`config.mk`:
```
export PLATFORM = sky130hd
export DESIGN_NAME = systolic_pq_array
export DESIGN_NICKNAME = d
export VERILOG_FILES = /design/src/rtl/systolic_pq_array.sv
export SDC_FILE = /design/constraint.sdc
export NUM_CORES = 1
export LEC_CHECK = 0
export BUFFER_PORTS_ARGS = -buffer_cell sky130_fd_sc_hd__buf_2
export CAP_MARGIN = 20
export CORE_MARGIN = 2
export CORE_UTILIZATION = 40
export CTS_BUF_LIST = sky130_fd_sc_hd__clkbuf_4 sky130_fd_sc_hd__clkbuf_8 sky130_fd_sc_hd__clkbuf_16
export DETAILED_ROUTE_END_ITERATION = 6
export MAX_ROUTING_LAYER = met4
export SLEW_MARGIN = 20
export SYNTH_ARGS = -nofsm -noshare
export SYNTH_HDL_FRONTEND = slang
export SYNTH_SLANG_ARGS = --single-unit
```
`constraint.sdc`:
```
create_clock -name clk -period 5.5 [get_ports clk]
set_input_delay 0.825 -clock clk [delete_from_list [all_inputs] [get_ports clk]]
set_output_delay 0.825 -clock clk [all_outputs]
set_load 0.01 [all_outputs]
```
`src/rtl/systolic_pq_array.sv`:
```
// Systolic min-priority queue: a chain of sort3 cells evaluated on alternating phases.
// Optional overflow detection on the guard cell is enabled by defining SYSTOLIC_PQ_OVF_EN.
module systolic_pq_array #(
    parameter int KW    = 8,
    parameter int VW    = 4,
    parameter int DEPTH = 8
) (
    input  logic                       clk,
    input  logic                       rst,
    input  logic                       in_valid,
    output logic                       in_ready,
    input  logic [KW+VW-1:0]           in_data,
    output logic                       out_valid,
    input  logic                       out_ready,
    output logic [KW+VW-1:0]           out_data,
    output logic [$clog2(DEPTH+1)-1:0] count,
    output logic                       empty,
`ifdef SYSTOLIC_PQ_OVF_EN
    output logic                       ovf,
`endif
    output logic                       full
);

    localparam int EW = KW + VW;
    localparam int SW = EW + 1;
    localparam int CW = $clog2(DEPTH + 1);
    localparam logic [SW-1:0] INV = {SW{1'b0}};

    // Slot layout is {valid, key, value}; an invalid slot orders as +infinity.
    function automatic logic slot_le(input logic [SW-1:0] x, input logic [SW-1:0] y);
        return {~x[SW-1], x[EW-1:VW]} <= {~y[SW-1], y[EW-1:VW]};
    endfunction

    function automatic logic [3*SW-1:0] sort3(input logic [SW-1:0] x,
                                              input logic [SW-1:0] y,
                                              input logic [SW-1:0] z);
        logic [SW-1:0] lo;
        logic [SW-1:0] hi;
        logic [SW-1:0] mid;
        logic [SW-1:0] top;
        lo = slot_le(x, y) ? x : y;
        hi = slot_le(x, y) ? y : x;
        if (slot_le(hi, z)) begin
            mid = hi;
            top = z;
        end else begin
            mid = z;
            top = hi;
        end
        if (slot_le(lo, mid)) begin
            return {lo, mid, top};
        end else begin
            return {mid, lo, top};
        end
    endfunction

    logic [SW-1:0]   a_q [0:DEPTH];
    logic [SW-1:0]   a_d [0:DEPTH];
    logic [SW-1:0]   b_q [0:DEPTH];
    logic [SW-1:0]   b_d [0:DEPTH];
    logic [3*SW-1:0] sort_s [0:DEPTH-1];
    logic [SW-1:0]   guard_mn_s;
    logic            phase_q, phase_d;
    logic [CW-1:0]   count_q, count_d;
    logic            empty_q, empty_d;
    logic            full_q, full_d;
    logic            push_s, pop_s;
    logic            in_ready_s, out_valid_s;

    assign in_ready_s  = phase_q && (!full_q || out_ready);
    assign out_valid_s = phase_q && a_q[0][SW-1];
    assign push_s      = in_valid && in_ready_s;
    assign pop_s       = out_valid_s && out_ready;

    assign in_ready  = in_ready_s;
    assign out_valid = out_valid_s;
    assign out_data  = out_valid_s ? a_q[0][EW-1:0] : {EW{1'b0}};
    assign count     = count_q;
    assign empty     = empty_q;
    assign full      = full_q;

    // Sort results of every non-guard cell; the guard only keeps the smaller of its two slots.
    always_comb begin
        for (int i = 0; i < DEPTH; i++) begin
            sort_s[i] = sort3(a_q[i], b_q[i], a_q[i+1]);
        end
        guard_mn_s = slot_le(a_q[DEPTH], b_q[DEPTH]) ? a_q[DEPTH] : b_q[DEPTH];
    end

    // Each slot is written either by its own cell or by its left neighbour, whichever has the phase.
    always_comb begin
        phase_d = ~phase_q;
        if (!phase_q) begin
            a_d[0] = sort_s[0][3*SW-1:2*SW];
            b_d[0] = INV;
        end else begin
            a_d[0] = pop_s ? INV : a_q[0];
            b_d[0] = push_s ? {1'b1, in_data} : b_q[0];
        end
        for (int j = 1; j < DEPTH; j++) begin
            if (phase_q == 1'(j % 2)) begin
                a_d[j] = sort_s[j][3*SW-1:2*SW];
                b_d[j] = INV;
            end else begin
                a_d[j] = sort_s[j-1][2*SW-1:SW];
                b_d[j] = sort_s[j-1][SW-1:0];
            end
        end
        if (phase_q == 1'(DEPTH % 2)) begin
            a_d[DEPTH] = guard_mn_s;
            b_d[DEPTH] = INV;
        end else begin
            a_d[DEPTH] = sort_s[DEPTH-1][2*SW-1:SW];
            b_d[DEPTH] = sort_s[DEPTH-1][SW-1:0];
        end
    end

    // Occupancy bookkeeping; a replace leaves the count untouched.
    always_comb begin
        case ({push_s, pop_s})
            2'b10:   count_d = count_q + CW'(1);
            2'b01:   count_d = count_q - CW'(1);
            default: count_d = count_q;
        endcase
        empty_d = (count_d == {CW{1'b0}});
        full_d  = (count_d == CW'(DEPTH));
    end

    // State registers.
    always_ff @(posedge clk) begin
        if (rst) begin
            phase_q <= 1'b0;
            count_q <= {CW{1'b0}};
            empty_q <= 1'b1;
            full_q  <= 1'b0;
            for (int j = 0; j <= DEPTH; j++) begin
                a_q[j] <= INV;
                b_q[j] <= INV;
            end
        end else begin
            phase_q <= phase_d;
            count_q <= count_d;
            empty_q <= empty_d;
            full_q  <= full_d;
            a_q     <= a_d;
            b_q     <= b_d;
        end
    end

`ifdef SYSTOLIC_PQ_OVF_EN
    logic ovf_q, ovf_d;
    logic discard_s;

    // Mx of the guard is always invalid, so a discard means both guard slots were valid.
    always_comb begin
        discard_s = (phase_q == 1'(DEPTH % 2)) && a_q[DEPTH][SW-1] && b_q[DEPTH][SW-1];
        ovf_d     = ovf_q | discard_s;
    end

    // Sticky overflow flag.
    always_ff @(posedge clk) begin
        if (rst) begin
            ovf_q <= 1'b0;
        end else begin
            ovf_q <= ovf_d;
        end
    end

    assign ovf = ovf_q;
`endif

endmodule

```
==> results.sh <==
export IMPL_grt_max_degree=64
export IMPL_tightest_slew_ns=0.913
export IMPL_fmax_mhz=182
export IMPL_cp_end_kind="flop"
export IMPL_max_stage_delay_ns=0.36
export IMPL_initial_core_util_pct=40.7
export IMPL_crit_arrival_ns=6.01
export IMPL_cts_hold_buffers=0
export IMPL_hpwl_mm=52.4
export IMPL_outcome="finished, final reports clean"
export IMPL_clk_latency_ns=0.61
export IMPL_antennaDiodeCount=0
export IMPL_cts_buffers=31
export IMPL_wl_met1_mm=32.1
export IMPL_drt_first_pass_iters=5
export IMPL_slew_headroom_pct=39.0
export IMPL_finalMaxSlewViolations=0
export IMPL_multi_input_area_sq_um=16200
export IMPL_setup_viol=0
export IMPL_area_delta_synth_final_pct=41.0
export IMPL_fin_crit_sh_pct=99.6
export IMPL_nets=3368
export IMPL_die_w_um=228
export IMPL_routed_wl_met3_mm=2.88
export IMPL_tns_ns=0
export IMPL_path_clk_slew_ns=0.06
export IMPL_hold_path_class="in2reg"
export IMPL_final_common_cell="buf_4"
export IMPL_grt_remaining_overflow=0
export IMPL_async_reset_ff_share_pct=0
export IMPL_postSynthRegisterBits=241
export IMPL_drc=0
export IMPL_detail_route_antenna_nets=0
export IMPL_yosysSeqAreaShare_pct=24.1
export IMPL_grt_pass1_wl_mm=111
export IMPL_synth_flop_cell="dfxtp_1"
export IMPL_cts_root_buf="clkbuf_16"
export IMPL_final_hold_viol_count=0
export IMPL_cp_start_kind="flop"
export IMPL_wl_mm=72.3
export IMPL_dieArea_sq_um=51900
export IMPL_drtIter0Drc=1587
export IMPL_rsz0062_at_grt="true"
export IMPL_crit_type="reg2reg"
export IMPL_syn_inst=2685
export IMPL_layout_cells_non_filler=3810
export IMPL_synth_edf_count=0
export IMPL_wire_per_inst_um=19.0
export IMPL_first_global_vias=21611
export IMPL_final_area_sq_um=28200
export IMPL_dpl_cell_area_sq_um=23900
export IMPL_drive_gt1_share_pct=34.3
export IMPL_io_pins=36
export IMPL_core_sq_um=49200
export IMPL_clock_sinks=241
export IMPL_gp_congestion=0.930
export IMPL_dp_cells=3660
export IMPL_nFillCells=4430
export IMPL_top_layer_used="met4"
export IMPL_cts_tree="yes"
export IMPL_finClkSkew_ns=0.0260
export IMPL_ys_types=73
export IMPL_min_period_ns=5.48
export IMPL_vias=22140
export IMPL_area_sequential_sq_um=4860
export IMPL_grtUsageTotal_pct=26.2
export IMPL_drv_cap=0
export IMPL_vias_per_cell=5.81
export IMPL_synth_nets=2928
export IMPL_yosys_warnings=0
export IMPL_slowest_stage="a211oi_4"
export IMPL_antenna_found_initial=0
export IMPL_rows=81
export IMPL_cts_buffer_depth=3
export IMPL_die_h_um=228
export IMPL_worstPathMaxFanout=6
export IMPL_layout_common_cells="buf_4 (476), nor2_1 (280), inv_1 (229), dfxtp_1 (212), o21ai_0 (183)"
export IMPL_critPathRequiredTime_ns=6.02
export IMPL_wl_met2_mm=35.3
export IMPL_htreeDepth=1
export IMPL_final_core_util_pct=57.4
export IMPL_io_buffers=35
export IMPL_syn_area_sq_um=20000
export IMPL_avgSynthCellArea_sq_um=7.46
[layout make-up]
type                    count  share of cell area (%)
flip-flops and latches    241                    17.2
clock inverters             9                   0.293
inverters                 253                    3.40
well taps                 664                    2.94
multi-input cells        2035                    57.4
repair buffers            563                    15.5
clock buffers              45                    3.21
[stage by stage]
stage / hold WS [ns] / worst slack, ns
after floorplan: 0.463 / 0.00764
after global placement: 0.486 / -0.419
final: 0.472 / 0.0195
after CTS: 0.444 / 0.000141
after detailed placement: 0.502 / -0.427
after global routing: 0.474 / -0.213
[synthesized netlist by cell type, drive strengths merged (27+ instances only)]
cell type | number | area share (%)
nor3 | 44 | 1.1
and2 | 28 | 0.87
o22ai | 51 | 1.6
ha | 226 | 14
mux2i | 116 | 5.8
inv | 252 | 4.7
o21a | 30 | 1.1
nand2 | 163 | 3.1
nor2 | 294 | 5.6
clkbuf | 122 | 2.3
a21oi | 175 | 4.4
o221ai | 38 | 1.7
buf | 38 | 1.0
a211oi | 107 | 4.0
nand4 | 27 | 0.84
a31oi | 33 | 1.1
o21ai | 272 | 6.8
nand3 | 94 | 2.3
dfxtp | 241 | 24
[path summary, 6_finish.rpt]
path                            startpoint        to  slack (ns)  depth (start not counted)
worst max register to register     b_q[31]   a_q[13]        0.02                         30
worst min register to register    a_q[106]  a_q[106]        0.51                          2
worst min-delay path            in_data[4]  b_q[108]        0.47                          3
worst max-delay path               b_q[31]   a_q[13]        0.02                         30
[sequential cells by signal, summed over array words and instances, names as in the netlist]
name     cells
a_q        117
b_q        117
count        4
empty        1
full         1
phase_q      1
[worst max-delay path, delay by kind of cell, from the launching register on]
| family | cells | cell delay (ns) |
|---|---|---|
| AO/OA/AOI/OAI | 15 | 2.98 |
| buffers and inverters | 5 | 0.58 |
| multiplexers | 1 | 0.25 |
| adder cells (fa/ha/maj) | 3 | 0.68 |
| flip-flops | 1 | 0.34 |
| AND/OR/NAND/NOR | 6 | 0.55 |
[routing by layer]
metal / global-route usage (%) / up-vias
li1: - / 10728
met1: 33.3 / 10694
met2: 43.9 / 575
met3: 2.22 / 143
met4: 8.35 / 0
met5: - / -
[cell families (layout without fill, tap and decap cells)]
logic type | after synthesis | after routing | share of synthesized area [%]
compound gates | 892 | 894 | 28.7
xor+xnor | 6 | 6 | 0.262
fa+ha+maj | 227 | 227 | 14.2
buf+inv | 413 | 870 | 8.08
flops | 241 | 241 | 24.1
mux | 135 | 135 | 6.89
simple gates | 771 | 773 | 17.7
[what timing repair did]
item | in CTS | in global routing
endpoints found under the setup margin | 87 | 117
gates resized for setup | 110 | 513
hold endpoints to repair | 0 | 0
setup buffers | 16 | 73
pin swaps | 35 | 193
gates cloned | 1 | 9
Power is not shown: default switching activity piles up to over one toggle a cycle in this logic, so the estimate is an artifact.
